==> config.mk <==
export PLATFORM = sky130hd
export DESIGN_NAME = fft_iter_ctrl_flat
export DESIGN_NICKNAME = d
export VERILOG_FILES = /design/src/rtl/fft_ctrl_pkg.sv /design/src/rtl/fft_iter_ctrl_if.sv /design/src/rtl/fft_addr_dly.sv /design/src/rtl/fft_iter_ctrl.sv /design/src/flat_wrapper.sv
export SDC_FILE = /design/constraint.sdc
export NUM_CORES = 1
export LEC_CHECK = 0
export BUFFER_PORTS_ARGS = -buffer_cell sky130_fd_sc_hd__buf_2
export CAP_MARGIN = 40
export CORE_ASPECT_RATIO = 1.1
export CORE_MARGIN = 2
export CORE_UTILIZATION = 40
export DETAILED_ROUTE_END_ITERATION = 8
export SKIP_CTS_REPAIR_TIMING = 1
export SYNTH_ARGS = -nofsm -noshare
export SYNTH_HDL_FRONTEND = slang
export SYNTH_SLANG_ARGS = --single-unit
==> constraint.sdc <==
create_clock -name CLK -period 6 [get_ports CLK]
set_input_delay 0.9 -clock CLK [delete_from_list [all_inputs] [get_ports CLK]]
set_output_delay 0.9 -clock CLK [all_outputs]
set_load 0.01 [all_outputs]
==> src/rtl/fft_ctrl_pkg.sv <==
// -----------------------------------------------------------------------------
// fft_ctrl_pkg
// Shared definitions for the iterative radix-2 DIT FFT sequencer:
//   - default geometry (AWL_DEF, BF_LAT_DEF) and the derived N / HALF_N
//   - FSM state encoding (ST_IDLE, ST_RUN, ST_DRAIN, ST_DONE)
//   - clog2 / stage_w / half_of helpers used to size counters and ports
// -----------------------------------------------------------------------------
package fft_ctrl_pkg;

  localparam int AWL_DEF    = 5;             // RAM address width
  localparam int BF_LAT_DEF = 4;             // butterfly read-to-write latency
  localparam int N          = 2 ** AWL_DEF;  // points per transform
  localparam int HALF_N     = N / 2;         // butterflies per stage

  localparam logic [1:0] ST_IDLE  = 2'd0;
  localparam logic [1:0] ST_RUN   = 2'd1;
  localparam logic [1:0] ST_DRAIN = 2'd2;
  localparam logic [1:0] ST_DONE  = 2'd3;

  // Smallest r with 2**r >= v (0 for v <= 1).
  function automatic int clog2(input int v);
    int r;
    r = 0;
    for (int p = 1; p < v; p = p * 2) r++;
    return r;
  endfunction

  // Width of the stage index port: ceil(log2 AWL), never narrower than 1.
  function automatic int stage_w(input int awl);
    return (clog2(awl) < 1) ? 1 : clog2(awl);
  endfunction

  // Butterflies per stage for a given address width.
  function automatic int half_of(input int awl);
    return (1 << awl) / 2;
  endfunction

endpackage

==> src/rtl/fft_iter_ctrl_if.sv <==
// -----------------------------------------------------------------------------
// fft_iter_ctrl_if
// Control / address bundle between the FFT sequencer and the RAM, twiddle ROM
// and butterfly datapath around it.
//   master : the sequencer (drives o_*, receives EN/START[/i_INV])
//   slave  : the host / datapath side (drives EN/START[/i_INV], receives o_*)
// Signals:
//   EN, START               global clock enable, start request
//   o_RAM_BLOCK, o_DONE     RAM ownership flag, one-cycle completion pulse
//   o_RD_EN, o_RD_A/B_ADDR  butterfly operand reads
//   o_TW_ADDR               twiddle ROM index aligned with the reads
//   o_WR_EN, o_WR_A/B_ADDR  delayed write-back
//   o_STAGE                 current stage index
// Optional (macro FFT_CTRL_INV_EN): i_INV input, o_TW_CONJ output.
// -----------------------------------------------------------------------------
interface fft_iter_ctrl_if
  import fft_ctrl_pkg::*;
#(
  parameter int AWL = AWL_DEF
) ();
  localparam int SW = stage_w(AWL);

  logic           EN;
  logic           START;
  logic           o_RAM_BLOCK;
  logic           o_DONE;
  logic           o_RD_EN;
  logic [AWL-1:0] o_RD_A_ADDR;
  logic [AWL-1:0] o_RD_B_ADDR;
  logic [AWL-2:0] o_TW_ADDR;
  logic           o_WR_EN;
  logic [AWL-1:0] o_WR_A_ADDR;
  logic [AWL-1:0] o_WR_B_ADDR;
  logic [SW-1:0]  o_STAGE;
`ifdef FFT_CTRL_INV_EN
  logic           i_INV;
  logic           o_TW_CONJ;
`endif

  modport master (
    input  EN, START,
`ifdef FFT_CTRL_INV_EN
    input  i_INV,
    output o_TW_CONJ,
`endif
    output o_RAM_BLOCK, o_DONE, o_RD_EN, o_RD_A_ADDR, o_RD_B_ADDR, o_TW_ADDR,
    output o_WR_EN, o_WR_A_ADDR, o_WR_B_ADDR, o_STAGE
  );

  modport slave (
    output EN, START,
`ifdef FFT_CTRL_INV_EN
    output i_INV,
    input  o_TW_CONJ,
`endif
    input  o_RAM_BLOCK, o_DONE, o_RD_EN, o_RD_A_ADDR, o_RD_B_ADDR, o_TW_ADDR,
    input  o_WR_EN, o_WR_A_ADDR, o_WR_B_ADDR, o_STAGE
  );

endinterface

==> src/rtl/fft_addr_dly.sv <==
// -----------------------------------------------------------------------------
// fft_addr_dly
// DEPTH-deep shift register carrying {valid, A, B} from the butterfly read
// port to the write-back port. Advances only when en=1; rst clears it
// synchronously so pending write-backs are dropped.
// Ports:
//   clk, rst, en                 clock, sync active-high clear, enable
//   in_valid, in_a, in_b         read strobe and addresses
//   out_valid, out_a, out_b      the same values DEPTH enabled cycles later
// -----------------------------------------------------------------------------
module fft_addr_dly #(
  parameter int AW    = 5,
  parameter int DEPTH = 4
) (
  input  logic          clk,
  input  logic          rst,
  input  logic          en,
  input  logic          in_valid,
  input  logic [AW-1:0] in_a,
  input  logic [AW-1:0] in_b,
  output logic          out_valid,
  output logic [AW-1:0] out_a,
  output logic [AW-1:0] out_b
);

  logic [DEPTH-1:0]         vld_q, vld_d;
  logic [DEPTH-1:0][AW-1:0] a_q, a_d;
  logic [DEPTH-1:0][AW-1:0] b_q, b_d;

  always_comb begin
    vld_d[0] = in_valid;
    a_d[0]   = in_a;
    b_d[0]   = in_b;
    for (int i = 1; i < DEPTH; i++) begin
      vld_d[i] = vld_q[i-1];
      a_d[i]   = a_q[i-1];
      b_d[i]   = b_q[i-1];
    end
  end

  always_ff @(posedge clk) begin
    if (rst) begin
      // NOTE: the whole line is reset, not just the valid bits, so a
      // discarded write-back never leaves stale addresses on the bus.
      vld_q <= '0;
      a_q   <= '0;
      b_q   <= '0;
    end else if (en) begin
      vld_q <= vld_d;
      a_q   <= a_d;
      b_q   <= b_d;
    end
  end

  assign out_valid = vld_q[DEPTH-1];
  assign out_a     = a_q[DEPTH-1];
  assign out_b     = b_q[DEPTH-1];

endmodule

==> src/rtl/fft_iter_ctrl.sv <==
// -----------------------------------------------------------------------------
// fft_iter_ctrl
// Sequencer for the in-place iterative radix-2 DIT FFT. On START it owns the
// data RAM, walks AWL stages of N/2 butterflies issuing read and twiddle
// addresses, drains the butterfly pipeline between stages so stage s+1 never
// reads a word stage s has not yet written, and ends with a one-cycle o_DONE.
// Input data is in bit-reversed order; the result is in natural order.
// Ports:
//   CLK, RST  clock, synchronous active-high reset
//   bus       fft_iter_ctrl_if.master (EN, START, read/twiddle/write-back
//             addresses and strobes, o_RAM_BLOCK, o_DONE, o_STAGE)
// Build option: define FFT_CTRL_INV_EN to add i_INV / o_TW_CONJ (inverse FFT
// via twiddle conjugation, latched when START is accepted).
// All outputs are registered; every flop holds while EN=0.
// -----------------------------------------------------------------------------
module fft_iter_ctrl
  import fft_ctrl_pkg::*;
#(
  parameter int AWL    = AWL_DEF,
  parameter int BF_LAT = BF_LAT_DEF
) (
  input  logic            CLK,
  input  logic            RST,
  fft_iter_ctrl_if.master bus
);

  localparam int NB = half_of(AWL);
  localparam int SW = stage_w(AWL);
  localparam int CW = (BF_LAT > 1) ? clog2(BF_LAT) : 1;

  localparam logic [AWL-2:0] K_LAST = (AWL-1)'(NB - 1);
  localparam logic [SW-1:0]  S_LAST = SW'(AWL - 1);
  localparam logic [CW-1:0]  C_LAST = CW'(BF_LAT - 1);

  // Upper-leg address: insert a 0 at bit position s of k.
  function automatic logic [AWL-1:0] leg_a(input logic [AWL-2:0] k,
                                           input logic [SW-1:0]  s);
    logic [AWL-1:0] kw, lo;
    int             sh;
    sh = int'(s);
    kw = {1'b0, k};
    lo = kw & ((AWL'(1) << sh) - AWL'(1));
    return ((kw >> sh) << (sh + 1)) | lo;
  endfunction

  // Twiddle index: position within the group scaled to the N/2-entry ROM.
  // At the last stage the mask shift wraps to zero, giving an all-ones mask.
  function automatic logic [AWL-2:0] tw_idx(input logic [AWL-2:0] k,
                                            input logic [SW-1:0]  s);
    logic [AWL-2:0] pos;
    int             sh;
    sh  = int'(s);
    pos = k & (((AWL-1)'(1) << sh) - (AWL-1)'(1));
    return pos << (AWL - 1 - sh);
  endfunction

  logic [1:0]     state_q, state_d;
  logic [AWL-2:0] k_q, k_d;
  logic [SW-1:0]  s_q, s_d;
  logic [CW-1:0]  cnt_q, cnt_d;

  logic           ram_block_q, ram_block_d;
  logic           done_q, done_d;
  logic           rd_en_q, rd_en_d;
  logic [AWL-1:0] rd_a_q, rd_a_d;
  logic [AWL-1:0] rd_b_q, rd_b_d;
  logic [AWL-2:0] tw_q, tw_d;
  logic [SW-1:0]  stage_q, stage_d;

  // Sequencing: k walks the butterflies of a stage, cnt times the drain.
  always_comb begin
    // NOTE: every variable gets a default first, so no path leaves one
    // unassigned and no latch is inferred.
    state_d = state_q;
    k_d     = k_q;
    s_d     = s_q;
    cnt_d   = cnt_q;
    case (state_q)
      ST_IDLE: begin
        if (bus.START) begin
          state_d = ST_RUN;
          k_d     = '0;
          s_d     = '0;
        end
      end
      ST_RUN: begin
        if (k_q == K_LAST) begin
          state_d = ST_DRAIN;
          cnt_d   = '0;
        end else begin
          k_d = k_q + 1'b1;
        end
      end
      ST_DRAIN: begin
        if (cnt_q == C_LAST) begin
          if (s_q == S_LAST) begin
            state_d = ST_DONE;
          end else begin
            state_d = ST_RUN;
            s_d     = s_q + 1'b1;
            k_d     = '0;
          end
        end else begin
          cnt_d = cnt_q + 1'b1;
        end
      end
      ST_DONE: begin
        state_d = ST_IDLE;
        k_d     = '0;
        s_d     = '0;
      end
      default: state_d = ST_IDLE;
    endcase
  end

  // Outputs are computed from the next state so the registered copy is
  // aligned with the state it describes.
  always_comb begin
    rd_en_d     = (state_d == ST_RUN);
    ram_block_d = (state_d == ST_RUN) || (state_d == ST_DRAIN);
    done_d      = (state_d == ST_DONE);
    stage_d     = s_d;
    rd_a_d      = '0;
    rd_b_d      = '0;
    tw_d        = '0;
    if (rd_en_d) begin
      rd_a_d = leg_a(k_d, s_d);
      rd_b_d = leg_a(k_d, s_d) + (AWL'(1) << int'(s_d));
      tw_d   = tw_idx(k_d, s_d);
    end
  end

  always_ff @(posedge CLK) begin
    // NOTE: state uses non-blocking assignments so every flop samples the
    // pre-edge values, independent of statement order.
    if (RST) begin
      state_q     <= ST_IDLE;
      k_q         <= '0;
      s_q         <= '0;
      cnt_q       <= '0;
      ram_block_q <= 1'b0;
      done_q      <= 1'b0;
      rd_en_q     <= 1'b0;
      rd_a_q      <= '0;
      rd_b_q      <= '0;
      tw_q        <= '0;
      stage_q     <= '0;
    end else if (bus.EN) begin
      state_q     <= state_d;
      k_q         <= k_d;
      s_q         <= s_d;
      cnt_q       <= cnt_d;
      ram_block_q <= ram_block_d;
      done_q      <= done_d;
      rd_en_q     <= rd_en_d;
      rd_a_q      <= rd_a_d;
      rd_b_q      <= rd_b_d;
      tw_q        <= tw_d;
      stage_q     <= stage_d;
    end
  end

  logic           wr_en;
  logic [AWL-1:0] wr_a, wr_b;

  // Write-back replays the registered read strobe/addresses BF_LAT enabled
  // cycles later, matching the butterfly pipeline.
  fft_addr_dly #(
    .AW    (AWL),
    .DEPTH (BF_LAT)
  ) u_dly (
    .clk       (CLK),
    .rst       (RST),
    .en        (bus.EN),
    .in_valid  (rd_en_q),
    .in_a      (rd_a_q),
    .in_b      (rd_b_q),
    .out_valid (wr_en),
    .out_a     (wr_a),
    .out_b     (wr_b)
  );

`ifdef FFT_CTRL_INV_EN
  logic conj_q, conj_d;

  // Captured on the IDLE->RUN transition, held while the RAM is owned.
  always_comb begin
    conj_d = 1'b0;
    if (ram_block_d) conj_d = (state_q == ST_IDLE) ? bus.i_INV : conj_q;
  end

  always_ff @(posedge CLK) begin
    if (RST)         conj_q <= 1'b0;
    else if (bus.EN) conj_q <= conj_d;
  end

  assign bus.o_TW_CONJ = conj_q;
`endif

  assign bus.o_RAM_BLOCK = ram_block_q;
  assign bus.o_DONE      = done_q;
  assign bus.o_RD_EN     = rd_en_q;
  assign bus.o_RD_A_ADDR = rd_a_q;
  assign bus.o_RD_B_ADDR = rd_b_q;
  assign bus.o_TW_ADDR   = tw_q;
  assign bus.o_STAGE     = stage_q;
  assign bus.o_WR_EN     = wr_en;
  assign bus.o_WR_A_ADDR = wr_a;
  assign bus.o_WR_B_ADDR = wr_b;

endmodule

==> src/flat_wrapper.sv <==
// flat-port wrapper written by rule: the top's interface ports become plain ports
module fft_iter_ctrl_flat import fft_ctrl_pkg::*;
#(
  parameter int AWL    = AWL_DEF,
  parameter int BF_LAT = BF_LAT_DEF
)
  (CLK, RST, bus_EN, bus_START, bus_o_RAM_BLOCK, bus_o_DONE, bus_o_RD_EN, bus_o_RD_A_ADDR, bus_o_RD_B_ADDR, bus_o_TW_ADDR, bus_o_WR_EN, bus_o_WR_A_ADDR, bus_o_WR_B_ADDR, bus_o_STAGE);
  fft_iter_ctrl_if #(.AWL(AWL)) bus_i ();
  input  logic CLK;
  input  logic RST;
  input wire logic [$bits(bus_i.EN)-1:0] bus_EN;
  input wire logic [$bits(bus_i.START)-1:0] bus_START;
  output wire logic [$bits(bus_i.o_RAM_BLOCK)-1:0] bus_o_RAM_BLOCK;
  output wire logic [$bits(bus_i.o_DONE)-1:0] bus_o_DONE;
  output wire logic [$bits(bus_i.o_RD_EN)-1:0] bus_o_RD_EN;
  output wire logic [$bits(bus_i.o_RD_A_ADDR)-1:0] bus_o_RD_A_ADDR;
  output wire logic [$bits(bus_i.o_RD_B_ADDR)-1:0] bus_o_RD_B_ADDR;
  output wire logic [$bits(bus_i.o_TW_ADDR)-1:0] bus_o_TW_ADDR;
  output wire logic [$bits(bus_i.o_WR_EN)-1:0] bus_o_WR_EN;
  output wire logic [$bits(bus_i.o_WR_A_ADDR)-1:0] bus_o_WR_A_ADDR;
  output wire logic [$bits(bus_i.o_WR_B_ADDR)-1:0] bus_o_WR_B_ADDR;
  output wire logic [$bits(bus_i.o_STAGE)-1:0] bus_o_STAGE;
  assign bus_i.EN = bus_EN;
  assign bus_i.START = bus_START;
  assign bus_o_RAM_BLOCK = bus_i.o_RAM_BLOCK;
  assign bus_o_DONE = bus_i.o_DONE;
  assign bus_o_RD_EN = bus_i.o_RD_EN;
  assign bus_o_RD_A_ADDR = bus_i.o_RD_A_ADDR;
  assign bus_o_RD_B_ADDR = bus_i.o_RD_B_ADDR;
  assign bus_o_TW_ADDR = bus_i.o_TW_ADDR;
  assign bus_o_WR_EN = bus_i.o_WR_EN;
  assign bus_o_WR_A_ADDR = bus_i.o_WR_A_ADDR;
  assign bus_o_WR_B_ADDR = bus_i.o_WR_B_ADDR;
  assign bus_o_STAGE = bus_i.o_STAGE;
  fft_iter_ctrl #(.AWL(AWL), .BF_LAT(BF_LAT)) u_core (.CLK(CLK), .RST(RST), .bus(bus_i));
endmodule
==> impl_metrics.json <==
{
  "fp.dieH_um": 105,
  "grt_pass1_wl_mm": 14.1,
  "io_pins": 35,
  "synth_top_area_cell": "dfxtp_1",
  "min_period_over_period": 0.833,
  "end_kind": "flip-flop",
  "hold_class": "flip-flop to flip-flop",
  "clock_sinks": 72,
  "synthFlopType": "dfxtp_1",
  "grt_max_degree": 52,
  "synth_seq_cells": 72,
  "worst-path-max-fanout": 14,
  "clk_latency_ps": 350,
  "insertedDiodeCount": 0,
  "worst_hold_slack_ps": 470,
  "design.core.area_sq_um": 8920,
  "synth_nets": 438,
  "path_class": "flip-flop to flip-flop",
  "finalCriticalPeriod_ps": 5000,
  "status": "finished, final reports clean",
  "worst_slew_margin_rel": 0.488,
  "cts_root_buf": "clkbuf_8",
  "layout.cells.non_filler": 550,
  "path_clk_slew_ps": 90,
  "grtUsageTotal": 0.180,
  "cp.arrival_ps": 5250,
  "power_leakage_nw": 1.80,
  "gp_congestion": 0.896,
  "hold_violations": 0,
  "seqCellArea_sq_um": 1440,
  "slew_viol_final": 0,
  "power.density_nw_per_um2": 265,
  "mostFrequentLayoutCells": "dfxtp_1, nor2_1, mux2i_1, buf_2, nand2_1",
  "grt.overflow.total": 0,
  "ant_nets": 0,
  "cts_inserted_buffers": 9,
  "multiInputGateArea_sq_um": 2040,
  "dp.final_hpwl_mm": 6.06,
  "die_x_um": 95.5,
  "cts_tree": "built",
  "remaining_drc_errors": 0,
  "initial_utilization": 0.413,
  "io_buffers": 34,
  "wl_per_cell_um": 15.6,
  "skew_ps": 11.9,
  "drtIter0Drc": 144,
  "die_area_sq_um": 10000,
  "viasPerCell": 5.46,
  "yosysWarnings": 0,
  "final_util": 0.460,
  "finalSetupTns_ps": 0,
  "htree_num_levels": 3,
  "drv_cap": 0,
  "synth_area_sq_um": 3680,
  "worstMarginPinSlew_ps": 768,
  "layout-drive-gt1-share": 0.151,
  "vdd_drop_max_mv": 0.142,
  "synth_area_leaders": "dfxtp_1, mux2i_1, nor2_1",
  "dr.pass1.iters": 4,
  "final_common_cell": "dfxtp_1",
  "cp.required_ps": 6250,
  "ys_seq_area_frac": 0.391,
  "vias": 3001,
  "antenna_found_initial": 0,
  "synth_edf_count": 0,
  "synth_top_area_frac": 0.391,
  "rsz0062_at_grt": "false",
  "finalSetupViolations": 0,
  "grt_pass1_vias": 2807,
  "yosys.cell_types.count": 57,
  "area_delta_synth_final_pct": 11.3,
  "fillers": 891,
  "synthArstFlopShare": 0,
  "max_freq_mhz": 200,
  "netlist_instances": 413,
  "placed_cells": 534,
  "wirelength_mm": 8.59,
  "start_kind": "flip-flop",
  "avgSynthCellArea_sq_um": 8.92,
  "num-nets-final": 456,
  "clockBufferDepth": 2,
  "num_rows": 36
}
==> metal layers <==
layer,up-vias,global-route usage,wire length (um)
li1,1505,-,-
met1,1424,0.249,4030
met2,62,0.277,4090
met3,10,0.0382,357
met4,0,0.0592,121
met5,-,0,0
==> logic make-up after synthesis <==
group | synth area share
and+or+nand+nor | 0.170
AOI/OAI and AO/OA | 0.174
DFF | 0.391
xor gates and xnor gates | 0.00475
muxes | 0.131
adders and majority gates | 0.0733
buffers and inverters | 0.0560
==> layout make-up <==
type / count / share of cell area
Inverter: 16 / 0.0146
Sequential cell: 72 / 0.351
Tap cell: 114 / 0.0348
Clock buffer: 10 / 0.0336
Clock inverter: 6 / 0.0238
Timing Repair Buffer: 36 / 0.0451
Multi-Input combinational cell: 296 / 0.497
==> synth_stat cells (4+ instances only) <==
cell / count
nand3_1: 8
nor3_1: 9
clkbuf_1: 14
ha_1: 20
mux2i_1: 47
o21ai_0: 16
inv_1: 14
dfxtp_1: 72
nand2_1: 22
buf_4: 10
a211oi_1: 6
o21a_1: 4
a21oi_1: 21
a32oi_1: 4
o211ai_1: 6
buf_1: 5
nor2_1: 69
o31ai_1: 5
a21boi_0: 6
==> final timing paths <==
kind                                         startpoint                   endpoint  slack [ps]  cells after the start
worst max register to register        u_core.state_q[1]  u_core.bus.o_RD_B_ADDR[4]        1000                     20
worst max-delay path                  u_core.state_q[1]  u_core.bus.o_RD_B_ADDR[4]        1000                     20
worst min register to register  u_core.bus.o_TW_ADDR[2]    u_core.bus.o_TW_ADDR[2]         470                      2
worst min-delay path            u_core.bus.o_TW_ADDR[2]    u_core.bus.o_TW_ADDR[2]         470                      2
==> metrics by stage <==
stage / setup slack, ps / area (sq um) / total power, mW
after floorplan: 1680 / 3680 / 0.607
after global placement: 1250 / 3870 / 0.640
after detailed placement: 1170 / 3870 / 0.640
after CTS: 1120 / 4100 / 1.10
after global routing: 600 / 4100 / 1.14
final: 1000 / 4100 / 1.09
==> power breakdown <==
part	internal (mW)	switching (mW)	leakage (nW)	total (mW)
sequential	0.486	0.00768	0.582	0.494
clock	0.252	0.206	0.119	0.458
combinational	0.0477	0.0892	1.10	0.137
total	0.786	0.302	1.80	1.09
==> worst max-delay path, cell delays in order (launching register included) <==
cell and delay (ps):
dfxtp_1 340, inv_1 110, ha_1 470, and3b_2 280, o21a_1 220, nor2_2 360, inv_1 220, ha_1 460
inv_1 160, o211ai_1 220, nor2_1 210, o2bb2ai_1 180, ha_1 210, inv_1 50, fa_1 370, nor2b_1 150
o21ai_0 120, nor3b_1 170, a2111oi_0 320, a22o_1 190, o31ai_1 60
==> state kept, by name (all words and copies together), names as in the netlist <==
signal,cells
u_core.bus.o_RD_B_ADDR,5
u_core.bus.o_RD_A_ADDR,5
u_core.u_dly.vld_q,4
u_core.u_dly.out_b,5
u_core.state_q,2
u_core.u_dly.out_a,5
u_core.bus.o_TW_ADDR,4
u_core.bus.o_STAGE,3
u_core.u_dly.b_d,15
u_core.bus.o_RAM_BLOCK,1
u_core.bus.o_RD_EN,1
u_core.u_dly.a_d,15
u_core.bus.o_DONE,1
u_core.k_q,4
u_core.cnt_q,2
Power figures use the tool's default switching activity.
